### src/rtl/riscv_pkg.sv
// -----------------------------------------------------------------------------
// riscv_pkg
// Shared definitions for the multicycle RISC-V control path: FSM state
// encodings, major opcode constants, datapath select encodings and the
// control-word struct. Imported by the control FSM, the ALU decoder and the
// datapath so that every block agrees on the same encodings.
// -----------------------------------------------------------------------------
package riscv_pkg;

  // ---------------------------------------------------------------------------
  // FSM state encodings. Kept as plain 4-bit constants so that legacy
  // netlists and waveform viewers see the same numeric values. Encoding 15
  // is unused and is treated as an illegal state.
  // ---------------------------------------------------------------------------
  localparam logic [3:0] S_FETCH     = 4'd0;
  localparam logic [3:0] S_DECODE    = 4'd1;
  localparam logic [3:0] S_MEM_ADR   = 4'd2;
  localparam logic [3:0] S_MEM_READ  = 4'd3;
  localparam logic [3:0] S_MEM_WB    = 4'd4;
  localparam logic [3:0] S_MEM_WRITE = 4'd5;
  localparam logic [3:0] S_EXEC_R    = 4'd6;
  localparam logic [3:0] S_EXEC_I    = 4'd7;
  localparam logic [3:0] S_ALU_WB    = 4'd8;
  localparam logic [3:0] S_BRANCH    = 4'd9;
  localparam logic [3:0] S_JAL       = 4'd10;
  localparam logic [3:0] S_JALR      = 4'd11;
  localparam logic [3:0] S_JALR_WB   = 4'd12;
  localparam logic [3:0] S_LUI       = 4'd13;
  localparam logic [3:0] S_AUIPC     = 4'd14;

  // ---------------------------------------------------------------------------
  // Major opcodes (instruction bits [6:0]).
  // ---------------------------------------------------------------------------
  localparam logic [6:0] OP_LOAD   = 7'b0000011;
  localparam logic [6:0] OP_STORE  = 7'b0100011;
  localparam logic [6:0] OP_R      = 7'b0110011;
  localparam logic [6:0] OP_I      = 7'b0010011;
  localparam logic [6:0] OP_BRANCH = 7'b1100011;
  localparam logic [6:0] OP_JAL    = 7'b1101111;
  localparam logic [6:0] OP_JALR   = 7'b1100111;
  localparam logic [6:0] OP_LUI    = 7'b0110111;
  localparam logic [6:0] OP_AUIPC  = 7'b0010111;

  // Bit of the opcode that separates stores (1) from loads (0).
  localparam int unsigned OP_STORE_BIT = 5;

  // ---------------------------------------------------------------------------
  // Datapath select encodings.
  // ---------------------------------------------------------------------------
  localparam logic       ADR_PC         = 1'b0;
  localparam logic       ADR_RESULT     = 1'b1;

  localparam logic [1:0] SRC_A_PC       = 2'b00;
  localparam logic [1:0] SRC_A_OLD_PC   = 2'b01;
  localparam logic [1:0] SRC_A_RS1      = 2'b10;

  localparam logic [1:0] SRC_B_RS2      = 2'b00;
  localparam logic [1:0] SRC_B_IMM      = 2'b01;
  localparam logic [1:0] SRC_B_FOUR     = 2'b10;

  localparam logic [1:0] RES_ALU_OUT    = 2'b00;
  localparam logic [1:0] RES_READ_DATA  = 2'b01;
  localparam logic [1:0] RES_ALU_RESULT = 2'b10;

  localparam logic [1:0] ALU_OP_ADD     = 2'b00;
  localparam logic [1:0] ALU_OP_SUB     = 2'b01;
  localparam logic [1:0] ALU_OP_FUNCT   = 2'b10;
  localparam logic [1:0] ALU_OP_LUI     = 2'b11;

  // ---------------------------------------------------------------------------
  // Complete control word produced by the FSM in one cycle.
  // ---------------------------------------------------------------------------
  typedef struct packed {
    logic       pc_update;
    logic       branch;
    logic       ir_write;
    logic       reg_write;
    logic       mem_write;
    logic       mem_req;
    logic       adr_src;
    logic [1:0] alu_src_a;
    logic [1:0] alu_src_b;
    logic [1:0] result_src;
    logic [1:0] alu_op;
    logic       illegal;
  } ctrl_t;

  // All strobes low, all selects at encoding 0.
  localparam ctrl_t CTRL_IDLE = '0;

  // ---------------------------------------------------------------------------
  // State entered after DECODE for a given opcode. Unsupported opcodes map
  // back to FETCH; callers use that to flag the instruction as illegal.
  // ---------------------------------------------------------------------------
  function automatic logic [3:0] decode_target(input logic [6:0] opcode);
    logic [3:0] target;
    case (opcode)
      OP_LOAD,
      OP_STORE:  target = S_MEM_ADR;
      OP_R:      target = S_EXEC_R;
      OP_I:      target = S_EXEC_I;
      OP_BRANCH: target = S_BRANCH;
      OP_JAL:    target = S_JAL;
      OP_JALR:   target = S_JALR;
      OP_LUI:    target = S_LUI;
      OP_AUIPC:  target = S_AUIPC;
      default:   target = S_FETCH;
    endcase
    return target;
  endfunction

endpackage

### src/rtl/control_fsm_if.sv
// -----------------------------------------------------------------------------
// control_fsm_if
// Connection between the multicycle control FSM and the datapath/memory.
//   opcode_i     [6:0] opcode field of the instruction register
//   mem_ready_i        memory handshake, access completes in the cycle it is 1
//   pc_update_o        unconditional PC write
//   branch_o           conditional PC write (qualified by zero flag in datapath)
//   ir_write_o         instruction register and old-PC capture
//   reg_write_o        register file write
//   mem_write_o        data memory write
//   mem_req_o          memory access request
//   adr_src_o          memory address select
//   alu_src_a_o  [1:0] ALU operand A select
//   alu_src_b_o  [1:0] ALU operand B select
//   result_src_o [1:0] result bus select
//   alu_op_o     [1:0] ALU decoder operation class
//   illegal_o          one-cycle pulse for an unsupported opcode
// Signal suffixes are from the controller's point of view.
// Modports: master = controller, slave = datapath/memory side.
// -----------------------------------------------------------------------------
interface control_fsm_if;

  logic [6:0] opcode_i;
  logic       mem_ready_i;

  logic       pc_update_o;
  logic       branch_o;
  logic       ir_write_o;
  logic       reg_write_o;
  logic       mem_write_o;
  logic       mem_req_o;
  logic       adr_src_o;
  logic [1:0] alu_src_a_o;
  logic [1:0] alu_src_b_o;
  logic [1:0] result_src_o;
  logic [1:0] alu_op_o;
  logic       illegal_o;

  modport master (
    input  opcode_i,
    input  mem_ready_i,
    output pc_update_o,
    output branch_o,
    output ir_write_o,
    output reg_write_o,
    output mem_write_o,
    output mem_req_o,
    output adr_src_o,
    output alu_src_a_o,
    output alu_src_b_o,
    output result_src_o,
    output alu_op_o,
    output illegal_o
  );

  modport slave (
    output opcode_i,
    output mem_ready_i,
    input  pc_update_o,
    input  branch_o,
    input  ir_write_o,
    input  reg_write_o,
    input  mem_write_o,
    input  mem_req_o,
    input  adr_src_o,
    input  alu_src_a_o,
    input  alu_src_b_o,
    input  result_src_o,
    input  alu_op_o,
    input  illegal_o
  );

endinterface

### src/rtl/control_fsm.sv
// -----------------------------------------------------------------------------
// control_fsm
// Main controller of a multicycle RV32I core. One state register, a
// combinational next-state block and a combinational output block.
// Outputs follow the current state; the only input-dependent outputs are
// the FETCH write strobes (qualified by mem_ready_i) and the DECODE
// illegal-opcode pulse.
//
// Ports:
//   clk_i   clock, all state updates on the rising edge
//   rst_ni  asynchronous active-low reset; forces FETCH and silences all
//           strobes and the memory request while asserted
//   bus     control_fsm_if.master, opcode/handshake in, control word out
//
// Instruction flows (cycles with mem_ready_i tied high):
//   load   FETCH DECODE MEM_ADR MEM_READ MEM_WB          (5)
//   store  FETCH DECODE MEM_ADR MEM_WRITE                (4)
//   R/I    FETCH DECODE EXEC_R|EXEC_I ALU_WB             (4)
//   LUI    FETCH DECODE LUI ALU_WB                       (4)
//   AUIPC  FETCH DECODE AUIPC ALU_WB                     (4)
//   JAL    FETCH DECODE JAL ALU_WB                       (4)
//   JALR   FETCH DECODE JALR JALR_WB                     (4)
//   branch FETCH DECODE BRANCH                           (3)
// Each cycle mem_ready_i is low in FETCH/MEM_READ/MEM_WRITE adds one cycle.
// -----------------------------------------------------------------------------
module control_fsm
  import riscv_pkg::*;
(
  input  logic          clk_i,
  input  logic          rst_ni,
  control_fsm_if.master bus
);

  logic [3:0] state_q;
  logic [3:0] state_d;
  ctrl_t      ctrl;

  // ---------------------------------------------------------------------------
  // State register.
  // ---------------------------------------------------------------------------
  // NOTE: sequential state uses non-blocking assignment so every flop samples
  // the pre-edge values; blocking here would create simulation order races.
  always_ff @(posedge clk_i or negedge rst_ni) begin
    if (!rst_ni) begin
      state_q <= S_FETCH;
    end else begin
      state_q <= state_d;
    end
  end

  // ---------------------------------------------------------------------------
  // Next-state logic. The opcode is only looked at in DECODE and MEM_ADR, so
  // the instruction register may change freely in every other state.
  // ---------------------------------------------------------------------------
  always_comb begin
    // NOTE: every combinational output gets a default before the case so no
    // path leaves it unassigned, which would otherwise infer a latch.
    state_d = S_FETCH;
    case (state_q)
      S_FETCH:     state_d = bus.mem_ready_i ? S_DECODE : S_FETCH;
      S_DECODE:    state_d = decode_target(bus.opcode_i);
      S_MEM_ADR:   state_d = bus.opcode_i[OP_STORE_BIT] ? S_MEM_WRITE
                                                        : S_MEM_READ;
      S_MEM_READ:  state_d = bus.mem_ready_i ? S_MEM_WB : S_MEM_READ;
      S_MEM_WB:    state_d = S_FETCH;
      S_MEM_WRITE: state_d = bus.mem_ready_i ? S_FETCH : S_MEM_WRITE;
      S_EXEC_R:    state_d = S_ALU_WB;
      S_EXEC_I:    state_d = S_ALU_WB;
      S_ALU_WB:    state_d = S_FETCH;
      S_BRANCH:    state_d = S_FETCH;
      S_JAL:       state_d = S_ALU_WB;
      S_JALR:      state_d = S_JALR_WB;
      S_JALR_WB:   state_d = S_FETCH;
      S_LUI:       state_d = S_ALU_WB;
      S_AUIPC:     state_d = S_ALU_WB;
      // Unused encodings recover to FETCH on the next edge.
      default:     state_d = S_FETCH;
    endcase
  end

  // ---------------------------------------------------------------------------
  // Output decode. Anything not set in a state stays at CTRL_IDLE.
  // ---------------------------------------------------------------------------
  always_comb begin
    ctrl = CTRL_IDLE;
    case (state_q)
      S_FETCH: begin
        ctrl.mem_req    = 1'b1;
        ctrl.adr_src    = ADR_PC;
        ctrl.alu_src_a  = SRC_A_PC;
        ctrl.alu_src_b  = SRC_B_FOUR;
        ctrl.alu_op     = ALU_OP_ADD;
        ctrl.result_src = RES_ALU_RESULT;
        // IR capture and PC+4 only in the cycle the fetch completes.
        ctrl.ir_write   = bus.mem_ready_i;
        ctrl.pc_update  = bus.mem_ready_i;
      end
      S_DECODE: begin
        // Precompute old_pc + imm as the branch/JAL target.
        ctrl.alu_src_a  = SRC_A_OLD_PC;
        ctrl.alu_src_b  = SRC_B_IMM;
        ctrl.alu_op     = ALU_OP_ADD;
        ctrl.illegal    = (decode_target(bus.opcode_i) == S_FETCH);
      end
      S_MEM_ADR: begin
        ctrl.alu_src_a  = SRC_A_RS1;
        ctrl.alu_src_b  = SRC_B_IMM;
        ctrl.alu_op     = ALU_OP_ADD;
      end
      S_MEM_READ: begin
        ctrl.mem_req    = 1'b1;
        ctrl.adr_src    = ADR_RESULT;
        ctrl.result_src = RES_ALU_OUT;
      end
      S_MEM_WB: begin
        ctrl.result_src = RES_READ_DATA;
        ctrl.reg_write  = 1'b1;
      end
      S_MEM_WRITE: begin
        // Write strobe is held for the whole wait; memory commits on ready.
        ctrl.mem_req    = 1'b1;
        ctrl.adr_src    = ADR_RESULT;
        ctrl.result_src = RES_ALU_OUT;
        ctrl.mem_write  = 1'b1;
      end
      S_EXEC_R: begin
        ctrl.alu_src_a  = SRC_A_RS1;
        ctrl.alu_src_b  = SRC_B_RS2;
        ctrl.alu_op     = ALU_OP_FUNCT;
      end
      S_EXEC_I: begin
        ctrl.alu_src_a  = SRC_A_RS1;
        ctrl.alu_src_b  = SRC_B_IMM;
        ctrl.alu_op     = ALU_OP_FUNCT;
      end
      S_ALU_WB: begin
        ctrl.result_src = RES_ALU_OUT;
        ctrl.reg_write  = 1'b1;
      end
      S_BRANCH: begin
        // ALU compares rs1-rs2 while the target computed in DECODE sits in
        // the ALU-out register; the datapath gates branch with zero.
        ctrl.alu_src_a  = SRC_A_RS1;
        ctrl.alu_src_b  = SRC_B_RS2;
        ctrl.alu_op     = ALU_OP_SUB;
        ctrl.result_src = RES_ALU_OUT;
        ctrl.branch     = 1'b1;
      end
      S_JAL: begin
        // PC <- target from DECODE while the ALU forms old_pc + 4 for the
        // link value, written back in ALU_WB.
        ctrl.alu_src_a  = SRC_A_OLD_PC;
        ctrl.alu_src_b  = SRC_B_FOUR;
        ctrl.alu_op     = ALU_OP_ADD;
        ctrl.result_src = RES_ALU_OUT;
        ctrl.pc_update  = 1'b1;
      end
      S_JALR: begin
        // PC <- rs1 + imm straight from the ALU result.
        ctrl.alu_src_a  = SRC_A_RS1;
        ctrl.alu_src_b  = SRC_B_IMM;
        ctrl.alu_op     = ALU_OP_ADD;
        ctrl.result_src = RES_ALU_RESULT;
        ctrl.pc_update  = 1'b1;
      end
      S_JALR_WB: begin
        // Link value old_pc + 4 written directly from the ALU result.
        ctrl.alu_src_a  = SRC_A_OLD_PC;
        ctrl.alu_src_b  = SRC_B_FOUR;
        ctrl.alu_op     = ALU_OP_ADD;
        ctrl.result_src = RES_ALU_RESULT;
        ctrl.reg_write  = 1'b1;
      end
      S_LUI: begin
        ctrl.alu_src_b  = SRC_B_IMM;
        ctrl.alu_op     = ALU_OP_LUI;
      end
      S_AUIPC: begin
        ctrl.alu_src_a  = SRC_A_OLD_PC;
        ctrl.alu_src_b  = SRC_B_IMM;
        ctrl.alu_op     = ALU_OP_ADD;
      end
      default: ctrl = CTRL_IDLE;
    endcase
  end

  // ---------------------------------------------------------------------------
  // Output drive. Strobes and the memory request are qualified with rst_ni so
  // they drop the instant reset is asserted, even mid-cycle, without waiting
  // for the state register; selects simply show the FETCH values.
  // ---------------------------------------------------------------------------
  assign bus.pc_update_o  = ctrl.pc_update & rst_ni;
  assign bus.branch_o     = ctrl.branch    & rst_ni;
  assign bus.ir_write_o   = ctrl.ir_write  & rst_ni;
  assign bus.reg_write_o  = ctrl.reg_write & rst_ni;
  assign bus.mem_write_o  = ctrl.mem_write & rst_ni;
  assign bus.mem_req_o    = ctrl.mem_req   & rst_ni;
  assign bus.illegal_o    = ctrl.illegal   & rst_ni;

  assign bus.adr_src_o    = ctrl.adr_src;
  assign bus.alu_src_a_o  = ctrl.alu_src_a;
  assign bus.alu_src_b_o  = ctrl.alu_src_b;
  assign bus.result_src_o = ctrl.result_src;
  assign bus.alu_op_o     = ctrl.alu_op;

endmodule

### src/flat_wrapper.sv
// flat-port wrapper written by rule: the top's interface ports become plain ports
module control_fsm_flat import riscv_pkg::*;
  (clk_i, rst_ni, bus_opcode_i, bus_mem_ready_i, bus_pc_update_o, bus_branch_o, bus_ir_write_o, bus_reg_write_o, bus_mem_write_o, bus_mem_req_o, bus_adr_src_o, bus_alu_src_a_o, bus_alu_src_b_o, bus_result_src_o, bus_alu_op_o, bus_illegal_o);
  control_fsm_if bus_i ();
  input  logic clk_i;
  input  logic rst_ni;
  input wire logic [$bits(bus_i.opcode_i)-1:0] bus_opcode_i;
  input wire logic [$bits(bus_i.mem_ready_i)-1:0] bus_mem_ready_i;
  output wire logic [$bits(bus_i.pc_update_o)-1:0] bus_pc_update_o;
  output wire logic [$bits(bus_i.branch_o)-1:0] bus_branch_o;
  output wire logic [$bits(bus_i.ir_write_o)-1:0] bus_ir_write_o;
  output wire logic [$bits(bus_i.reg_write_o)-1:0] bus_reg_write_o;
  output wire logic [$bits(bus_i.mem_write_o)-1:0] bus_mem_write_o;
  output wire logic [$bits(bus_i.mem_req_o)-1:0] bus_mem_req_o;
  output wire logic [$bits(bus_i.adr_src_o)-1:0] bus_adr_src_o;
  output wire logic [$bits(bus_i.alu_src_a_o)-1:0] bus_alu_src_a_o;
  output wire logic [$bits(bus_i.alu_src_b_o)-1:0] bus_alu_src_b_o;
  output wire logic [$bits(bus_i.result_src_o)-1:0] bus_result_src_o;
  output wire logic [$bits(bus_i.alu_op_o)-1:0] bus_alu_op_o;
  output wire logic [$bits(bus_i.illegal_o)-1:0] bus_illegal_o;
  assign bus_i.opcode_i = bus_opcode_i;
  assign bus_i.mem_ready_i = bus_mem_ready_i;
  assign bus_pc_update_o = bus_i.pc_update_o;
  assign bus_branch_o = bus_i.branch_o;
  assign bus_ir_write_o = bus_i.ir_write_o;
  assign bus_reg_write_o = bus_i.reg_write_o;
  assign bus_mem_write_o = bus_i.mem_write_o;
  assign bus_mem_req_o = bus_i.mem_req_o;
  assign bus_adr_src_o = bus_i.adr_src_o;
  assign bus_alu_src_a_o = bus_i.alu_src_a_o;
  assign bus_alu_src_b_o = bus_i.alu_src_b_o;
  assign bus_result_src_o = bus_i.result_src_o;
  assign bus_alu_op_o = bus_i.alu_op_o;
  assign bus_illegal_o = bus_i.illegal_o;
  control_fsm u_core (.clk_i(clk_i), .rst_ni(rst_ni), .bus(bus_i));
endmodule
### config.mk
export PLATFORM = sky130hd
export DESIGN_NAME = control_fsm_flat
export DESIGN_NICKNAME = d
export VERILOG_FILES = /design/src/rtl/riscv_pkg.sv /design/src/rtl/control_fsm_if.sv /design/src/rtl/control_fsm.sv /design/src/flat_wrapper.sv
export SDC_FILE = /design/constraint.sdc
export NUM_CORES = 1
export LEC_CHECK = 0
export ABC_AREA = 1
export CELL_PAD_IN_SITES_DETAIL_PLACEMENT = 0
export CELL_PAD_IN_SITES_GLOBAL_PLACEMENT = 1
export CORE_MARGIN = 1.5
export CORE_UTILIZATION = 25
export DETAILED_ROUTE_END_ITERATION = 10
export PLACE_DENSITY = 0.89
export RECOVER_POWER = 100
export REMOVE_ABC_BUFFERS = 1
export SYNTH_ARGS = -nofsm -noshare
export SYNTH_HDL_FRONTEND = slang
export SYNTH_SLANG_ARGS = --single-unit
### constraint.sdc
create_clock -name clk_i -period 1.22 [get_ports clk_i]
set_input_delay 0.122 -clock clk_i [delete_from_list [all_inputs] [get_ports clk_i]]
set_output_delay 0.122 -clock clk_i [all_outputs]
set_load 0.03 [all_outputs]
==> impl_results.md, run 1 <==
- TritonCTS buffer count: 3
- Routed WL per cell: 12.0 microns
- Setup TNS Final: -4480 ps
- Met3 wire len: 87 microns
- Setup WS pre-CTS: -265 ps
- IO Count: 26
- Initial drt markers: 11
- Biggest regs: u_core.state_q (4)
- Post-synth EDFFs: 0
- Worst vdd ir: 0.506 mV
- # nets final: 178
- GRT Residual Overflow: 0
- Fin crit period: 1600 ps
- R2r startpoint: u_core.state_q[2]
- Simple-Gate Fraction of Synth Area: 56.4%
- Pin count of the biggest net entering global routing: 7
- Net Sw Frac: 46.4%
- Type of the tightest min-delay check: input port to asynchronous set/reset pin
- RSZ-0062 raised after global routing: true
- Post-synthesis area per instance: 5.25 sq um
- Setup CP Type: register to output port
- Rows: 16
- Core area: 2020 sq um
- Final core utilization: 64.5%
- PD cells: 925 nW/um^2
- Detailed-route via count: 912
- Clock skew: 1.64 ps
- Critical Path AT: 1480 ps
- Leakage: 0.678 nW
- Wl on met1: 834 microns
- Initial antenna violation count: 0
- Clock Path Buffers: 2
- Synth Area in Adders: 0%
- Final worst-path cycle share: 131%
- Wirelength, routed: 2320 microns
- H-tree depth: 1
- TritonRoute pass-1 iters: 4
- Cts hold-fix bufs: 0
- Area growth, synth to finish: 134%
- Post-synth top cells: nand2_1 (33), nor2_1 (20), inv_1 (16)
- Placer Congestion: 0.791
- XOR/XNOR share of the synthesized area: 0%
- P_sw: 560 uW
- Inserted Diodes: 0
- Synth cell types: 20
- Max-Cap Viols: 0
- Cell Area, Synth: 557 sq um
- Placed cell count: 180
- Synth Area in Compound Gates: 13.5%
- R2R Path End: u_core.state_q[2]
- Setup Viol. Count Final: 19
- Crit. End Element: output port
- Ys flop type: dfrtp_1
- DR DRC count: 0
- Port Buf Inserts: 25
- Crit start category: register
- Seq/Total Area, Yosys: 18.0%
- Clock group share of total power: 14.1%
- Die H: 50.2 microns
- Layout fillers: 166
- Worst R2R Setup Slack: -120 ps
- Vias in the first global route: 794
- Biggest register: u_core.state_q
- Critical path required time: 1100 ps
- Synth warnings: 0
- Clk root buf: clkbuf_4
- Post-synth top area share: 22.2%
- Number of routed nets with antenna violations: 0
- Skew-Pair Late Insertion Delay: 240 ps
- Post-detail-place hpwl: 1450 microns
- Synth async-reset ratio: 100%
- Failing checks: negative setup slack
- Relative slew margins: 76.5%
- Vias per std cell: 4.73
- Share of layout cells above drive strength 1: 58.4%
- Largest area contributor in the netlist: nand2_1
- Slew Viols, Final: 0
- Max FO, Critical Path: 4
- First-pass GRT wire length: 3170 microns
- GR Util All Layers: 16.3%
- Top Metal Used: met4
- Internal power: 646 uW
- Non-filler instance count after layout: 193
- Metal2 WL: 1300 microns
- Post-layout power: 1.21 mW
- Outcome: complete, but fails checks
- Slew @ Worst Pin: 352 ps
- Slack of the critical path: -379 ps
- Cell with the most instances after synthesis: nand2_1
- CTS Sinks: 4
- Initial Util: 27.5%
- Register share of total power: 15.4%
- Max FFs per register: 4
- Gate power share: 70.6%
- Multiplexer share of the synthesized area: 0%
- Largest cells by area after synthesis: nand2_1 (22%), dfrtp_1 (18%), nor2_1 (13%)
- Fin. Hold Viols: 0
- R2R cell count: 8
- Main combinational cell family by area after synthesis: simple AND/OR/NAND/NOR gates
- Die W: 50.2 microns
- Worst-path clk slew: 40 ps
- Die area: 2520 sq um
- Max Fclk: 625 MHz
- Mapped Cells: 106
- TritonCTS clock tree: built
- Flops & latches, synth: 4
[cell type report]
class                      instances  area [sq um]  share of cell area (%)
tap                               27          33.8                    2.59
inverter                          18          70.1                    5.37
multi-input combinational         84           556                    42.6
clock buffer                       3          22.5                    1.73
timing repair buffer              57           519                    39.8
sequential                         4           103                    7.87
[per-layer routing]
metal	GRT usage, %	vias up
met4	11.1	0
met2	32.0	39
met1	16.2	405
met3	0.595	12
met5	0	-
li1	-	456
[metrics by stage]
step	hold WS, ps	area [sq um]
2_1_floorplan	-174	557
3_3_place_gp	420	978
3_5_place_dp	427	978
4_1_cts	170	1100
5_1_grt	265	1300
6_report	252	1300
[cell usage in the layout, fill, tap and decap left out, drive strengths merged]
cell type | netlist | final
a211oi | 1 | 1
a21oi | 1 | 1
a22oi | 1 | 1
a31oi | 1 | 1
buf | 0 | 48
clkbuf | 0 | 3
clkdlybuf4s50 | 0 | 8
dfrtp | 4 | 4
dlygate4sd3 | 0 | 1
inv | 18 | 18
nand2 | 34 | 34
nand3 | 9 | 9
nand4 | 3 | 3
nor2 | 23 | 23
nor3 | 2 | 2
nor4 | 1 | 1
o21a | 1 | 1
o21ai | 6 | 6
o21bai | 1 | 1
[power by group through the flow]
stage               clock [mW]  combinational, mW  sequential [mW]
floorplan                    0              0.340            0.165
global placement             0              0.618            0.167
detailed placement           0              0.622            0.169
CTS                      0.177              0.687            0.173
global route             0.182              0.904            0.186
finish                   0.169              0.851            0.185
[cells by family (layout without fill, tap and decap cells)]
logic type | Yosys count | after routing
flops | 4 | 4
compound gates | 12 | 12
simple gates | 72 | 72
buf+inv | 18 | 78
[worst max-delay path by stage]
stage,start,to,slack (ps),cells past startpoint
3_5_place_dp,bus_opcode_i[4],bus_illegal_o,-270,9
5_1_grt,u_core.state_q[1],bus_alu_src_b_o[0],-450,7
2_1_floorplan,u_core.state_q[1],bus_branch_o,-430,3
4_1_cts,u_core.state_q[2],bus_illegal_o,-340,8
3_3_place_gp,bus_opcode_i[4],bus_illegal_o,-250,9
6_report,u_core.state_q[1],bus_alu_src_b_o[0],-380,7
[repair_timing]
item	in CTS	in global routing
gates cloned	0	0
pin swaps	3	9
endpoints found under the hold margin	0	0
buffers inserted	2	10
setup endpoints to repair	18	20
gates resized for setup	33	37
[worst max-delay path: stages (launching register included)]
cell and delay, ps:
dfrtp_1 390, inv_2 70, buf_6 120, nor2_4 190, nand2_4 70, o21a_1 130, nand4_1 110, buf_6 140
(Power assumes the default switching activity.)
==> run 2: changes to the inputs <==
REMOVE_ABC_BUFFERS = not set   (was 1)
clock period = 1.74 ns   (was 1.22 ns; I/O delays follow)
==> run 2 against run 1 <==
Net effect:
- the flow now finishes without violations
- via count shrank 13%
- combinational power shrank 50%
- routed wire length shrank 27%
- flip-flop and latch count is the same
- die area is the same
- first-iteration DRC count shrank 27%
- utilization shrank 19 points
- clock power shrank 32%
- hold slack lost 17 ps
- clock-buffer cell count is the same
- critical endpoint is now bus_illegal_o
- largest cell class unchanged
==> impl_results.md, run 2 (synthesized netlist as in run 1, its figures left out) <==
- # nets final: 159
- Vias per std cell: 4.57
- H-tree depth: 1
- Most common cell after layout, fill and taps aside: nand2_1
- Rows: 16
- Type of the tightest min-delay check: input port to asynchronous set/reset pin
- Detailed-route via count: 796
- Layout fillers: 228
- Worst vdd ir: 0.315 mV
- Critical Path AT: 1530 ps
- Area growth, synth to finish: 67.0%
- PD cells: 714 nW/um^2
- GR Util All Layers: 14.4%
- Core area: 2020 sq um
- Final instance area: 930 sq um
- Internal power: 356 uW
- Clock skew: 1.11 ps
- DR DRC count: 0
- Port Buf Inserts: 25
- Share of layout cells above drive strength 1: 27.9%
- Commonest non-fill, non-tap cells in the layout: nand2_1 (33), buf_4 (21), nor2_1 (17), inv_1 (15), nand3_1 (9)
- CTS Sinks: 4
- Initial drt markers: 8
- Fin crit period: 1700 ps
- Slew Viols, Final: 0
- Vias in the first global route: 709
- Max FO, Critical Path: 4
- Cell Area, Placed: 886 sq um
- Max Fclk: 587 MHz
- Clock Path Buffers: 2
- Crit. End Element: output port
- Fin. Hold Viols: 0
- Worst R2R Setup Slack: 510 ps
- Setup WS pre-CTS: 39.5 ps
- Final worst-path cycle share: 97.9%
- Number of routed nets with antenna violations: 0
- Max-Cap Viols: 0
- Crit start category: register
- Relative slew margins: 80.3%
- Gate power share: 64.5%
- GRT Residual Overflow: 0
- Initial Util: 27.5%
- Final hold slack: 235 ps
- RSZ-0062 raised after global routing: true
- First-pass GRT wire length: 2840 microns
- Slew @ Worst Pin: 297 ps
- Max FFs per register: 4
- Clock group share of total power: 17.3%
- Post-detail-place hpwl: 1350 microns
- Outcome: completed
- R2r startpoint: u_core.state_q[0]
- P_sw: 308 uW
- Slack of the critical path: 36.1 ps
- Die H: 50.2 microns
- Leakage: 0.541 nW
- TritonCTS clock tree: built
- IO Count: 26
- Routed WL per cell: 9.75 microns
- Worst-path clk slew: 40 ps
- Biggest regs: u_core.state_q (4)
- Die area: 2520 sq um
- Wirelength, routed: 1700 microns
- Skew-Pair Late Insertion Delay: 230 ps
- Register share of total power: 18.2%
- Die W: 50.2 microns
- Net Sw Frac: 46.4%
- Initial antenna violation count: 0
- Post-Syn Nets: 116
- Placer Congestion: 0.861
- Biggest register: u_core.state_q
- Setup CP Type: register to output port
- R2R Path End: u_core.state_q[1]
- Critical path required time: 1570 ps
- R2R cell count: 5
- Pin count of the biggest net entering global routing: 7
- TritonCTS buffer count: 3
- Clk root buf: clkbuf_4
- Setup Viol. Count Final: 0
- Final core utilization: 46.0%
- TritonRoute pass-1 iters: 4
- Inserted Diodes: 0
run 2: changes by cell type in the layout (fill, tap and decap cells not counted), moves of 6 or more:
| cell | delta |
|---|---|
| buf_6 | -14 |
| nand2_2 | -6 |
| buf_4 | -11 |
| nand2_1 | +11 |
| nor2_1 | +7 |
run 2: metal layers:
metal / wire [microns] / vias up / track usage, %
met5: 0 / - / 0
met4: 39 / 0 / 6.94
met3: 99 / 4 / 1.19
met2: 847 / 29 / 26.1
met1: 711 / 342 / 16.9
li1: - / 421 / -
run 2: layout make-up:
type	count	area [sq um]	area share (%)
multi-input cells	84	397	42.7
repair buffers	38	308	33.1
inverters	18	67.6	7.27
well taps	27	33.8	3.63
flip-flops and latches	4	101	10.9
clock buffers	3	22.5	2.42
run 2: worst max-delay path by stage:
stage	startpoint	end	slack, ps	depth (start not counted)
CTS	u_core.state_q[2]	bus_illegal_o	30	9
detailed placement	u_core.state_q[0]	bus_alu_src_b_o[1]	40	4
floorplan	u_core.state_q[1]	bus_branch_o	40	3
global placement	u_core.state_q[2]	bus_alu_src_b_o[1]	40	4
global route	u_core.state_q[1]	bus_illegal_o	-50	9
finish	u_core.state_q[1]	bus_illegal_o	40	9
run 2: power groups by stage:
stage | Combinational, mW | Sequential (mW) | Clock, mW
floorplan | 0.239 | 0.115 | 0
global placement | 0.411 | 0.117 | 0
detailed placement | 0.413 | 0.118 | 0
CTS | 0.416 | 0.117 | 0.121
global route | 0.459 | 0.121 | 0.131
finish | 0.428 | 0.121 | 0.115
run 2: what timing repair did:
item,4_1_cts,5_1_grt
cloned,0,0
gates resized for setup,6,7
pin swaps,2,1
buffers inserted,2,1
setup endpoints to repair,5,4
hold buffers,0,0
run 2: critical path: stages (launching register included):
cell and delay [ps]:
dfrtp_1 410, inv_2 110, nand2_2 70, buf_4 150
nor2_4 150, inv_2 50, nor2_2 70, nand2_1 60
nor2_2 90, buf_6 130
run 2: metrics by stage:
stage          std cells  setup TNS [ps]  power, mW
5_1_grt              174           -67.4      0.711
4_1_cts              173               0      0.654
3_3_place_gp         168               0      0.529
6_report             174               0      0.664
2_1_floorplan        106               0      0.354
3_5_place_dp         168               0      0.530
==> run 3: changes to the inputs <==
CORE_ASPECT_RATIO = 0.6   (was not set)
CTS_BUF_LIST = sky130_fd_sc_hd__clkbuf_8 sky130_fd_sc_hd__clkbuf_16   (was not set)
==> run 3 against run 2 <==
Net effect:
- first-iteration DRC count grew to 4.6 times the previous value
- critical path depth is the same
- sequential power is essentially flat
- clock power grew 68%
- global-route usage grew 0.62 points
- design area grew 4.8%
- non-clock buffer count grew 1
- fmax shrank 0.55%
- hold slack gained 20 ps
- combinational power grew 1%
- critical endpoint unchanged
- clock skew grew 1.1 ps
- register-to-register slack lost 50 ps
==> impl_results.md, run 3 (synthesized netlist as in run 1, its figures left out) <==
- Outcome: completed
- Rows: 12
- Pin count of the biggest net entering global routing: 7
- Share of layout cells above drive strength 1: 29.7%
- Inserted Diodes: 0
- Placer Congestion: 0.923
- Core area: 1970 sq um
- Leakage: 0.561 nW
- Final core utilization: 49.6%
- Clock skew: 2.23 ps
- Worst-path clk slew: 30 ps
- Type of the tightest min-delay check: input port to asynchronous set/reset pin
- PD cells: 765 nW/um^2
- Vias in the first global route: 685
- Port Buf Inserts: 25
- CTS Sinks: 4
- Initial antenna violation count: 0
- GRT Residual Overflow: 0
- Number of routed nets with antenna violations: 0
- Fin crit period: 1710 ps
- Max FO, Critical Path: 5
- Routed WL per cell: 10.2 microns
- Post-Syn Nets: 116
- Setup CP Type: register to output port
- # nets final: 160
- Final instance area: 975 sq um
- Worst R2R Setup Slack: 460 ps
- Setup WS pre-CTS: 73.1 ps
- DR DRC count: 0
- Worst vdd ir: 0.183 mV
- Max FFs per register: 4
- TritonCTS buffer count: 3
- Clk root buf: clkbuf_8
- Slew Viols, Final: 0
- Clock Path Buffers: 2
- Final worst-path cycle share: 98.5%
- Max incr delay on CP: 430 ps
- TritonRoute pass-1 iters: 4
- Crit path max-delay family: simple AND/OR/NAND/NOR gates
- Critical path required time: 1570 ps
- Initial Util: 28.3%
- Skew-Pair Late Insertion Delay: 210 ps
- First-pass GRT wire length: 2880 microns
- Worst Path Buf+Inv: 4
- Most common cell after layout, fill and taps aside: nand2_1
- Critical Path AT: 1540 ps
- Die W: 63.9 microns
- Initial drt markers: 37
- Vias per std cell: 4.52
- Crit start category: register
- H-tree depth: 1
- Detailed-route via count: 796
- Wirelength, routed: 1790 microns
- Slowest cell on the critical path: dfrtp_2
- Relative slew margins: 80.8%
- GR Util All Layers: 15.1%
- Die area: 2530 sq um
- RSZ-0062 raised after global routing: true
- Commonest non-fill, non-tap cells in the layout: nand2_1 (30), buf_4 (25), nor2_1 (18), inv_1 (16)
- Biggest regs: u_core.state_q (4)
- Slew @ Worst Pin: 285 ps
- Die H: 39.6 microns
- Biggest register: u_core.state_q
- Max-Cap Viols: 0
- Area growth, synth to finish: 75.1%
- Fin. Hold Viols: 0
- Crit-path cells: nor2_4, buf_6, inv_2, nor2_4, inv_2, nor2_1, nand2_1, nor2_2, buf_6
- Max Fclk: 584 MHz
- Slack of the critical path: 26.8 ps
- Post-detail-place hpwl: 1470 microns
- TritonCTS clock tree: built
- Setup Viol. Count Final: 0
- Crit. End Element: output port
- IO Count: 26
- Cell Area, Placed: 877 sq um
==> run 3: cell type report <==
class / instances / area, sq um
sequential: 4 / 103
inverter: 18 / 67.6
clock buffer: 3 / 41.3
fill: 205 / 992
tap: 28 / 35.0
multi-input combinational: 84 / 402
timing repair buffer: 39 / 327
==> run 3: repair_timing <==
action                     CTS  global route
pin swaps                    0             2
buffers inserted             0             5
setup endpoints to repair    4             5
hold buffers                 0             0
gates cloned                 0             0
gates resized for setup      4             8
==> run 3: path summary, 6_finish.rpt <==
| check | start | end | cells after the start |
|---|---|---|---|
| setup / recovery | u_core.state_q[2] | bus_illegal_o | 9 |
| hold / removal | rst_ni | u_core.state_q[1] | 2 |
| setup reg to reg | u_core.state_q[2] | u_core.state_q[2] | 7 |
| hold reg to reg | u_core.state_q[0] | u_core.state_q[3] | 3 |
| max in group asynchronous | rst_ni | u_core.state_q[0] | 2 |
| min in group clk_i | u_core.state_q[0] | u_core.state_q[3] | 3 |
==> run 3: report_power, final <==
group / internal (mW) / switching [mW] / leakage (nW)
sequential: 0.105 / 0.0156 / 0.0513
combinational: 0.175 / 0.258 / 0.489
clock: 0.147 / 0.0452 / 0.0216
==> run 3: routing by layer <==
metal | vias to the layer above | routed length (microns) | track usage, %
li1 | 426 | - | -
met1 | 347 | 901 | 20.5
met2 | 23 | 807 | 25.8
met3 | 0 | 79 | 1.15
met4 | 0 | 0 | 4.89
met5 | - | 0 | 0
==> run 3: stage by stage <==
stage                     setup TNS (ps)  hold WS (ps)  cells  power [mW]
after floorplan                        0          -122    106       0.354
after global placement                 0           476    168       0.531
after detailed placement               0           482    168       0.532
after CTS                              0           258    171       0.724
after global routing               -77.9           279    176       0.797
final                                  0           255    176       0.746
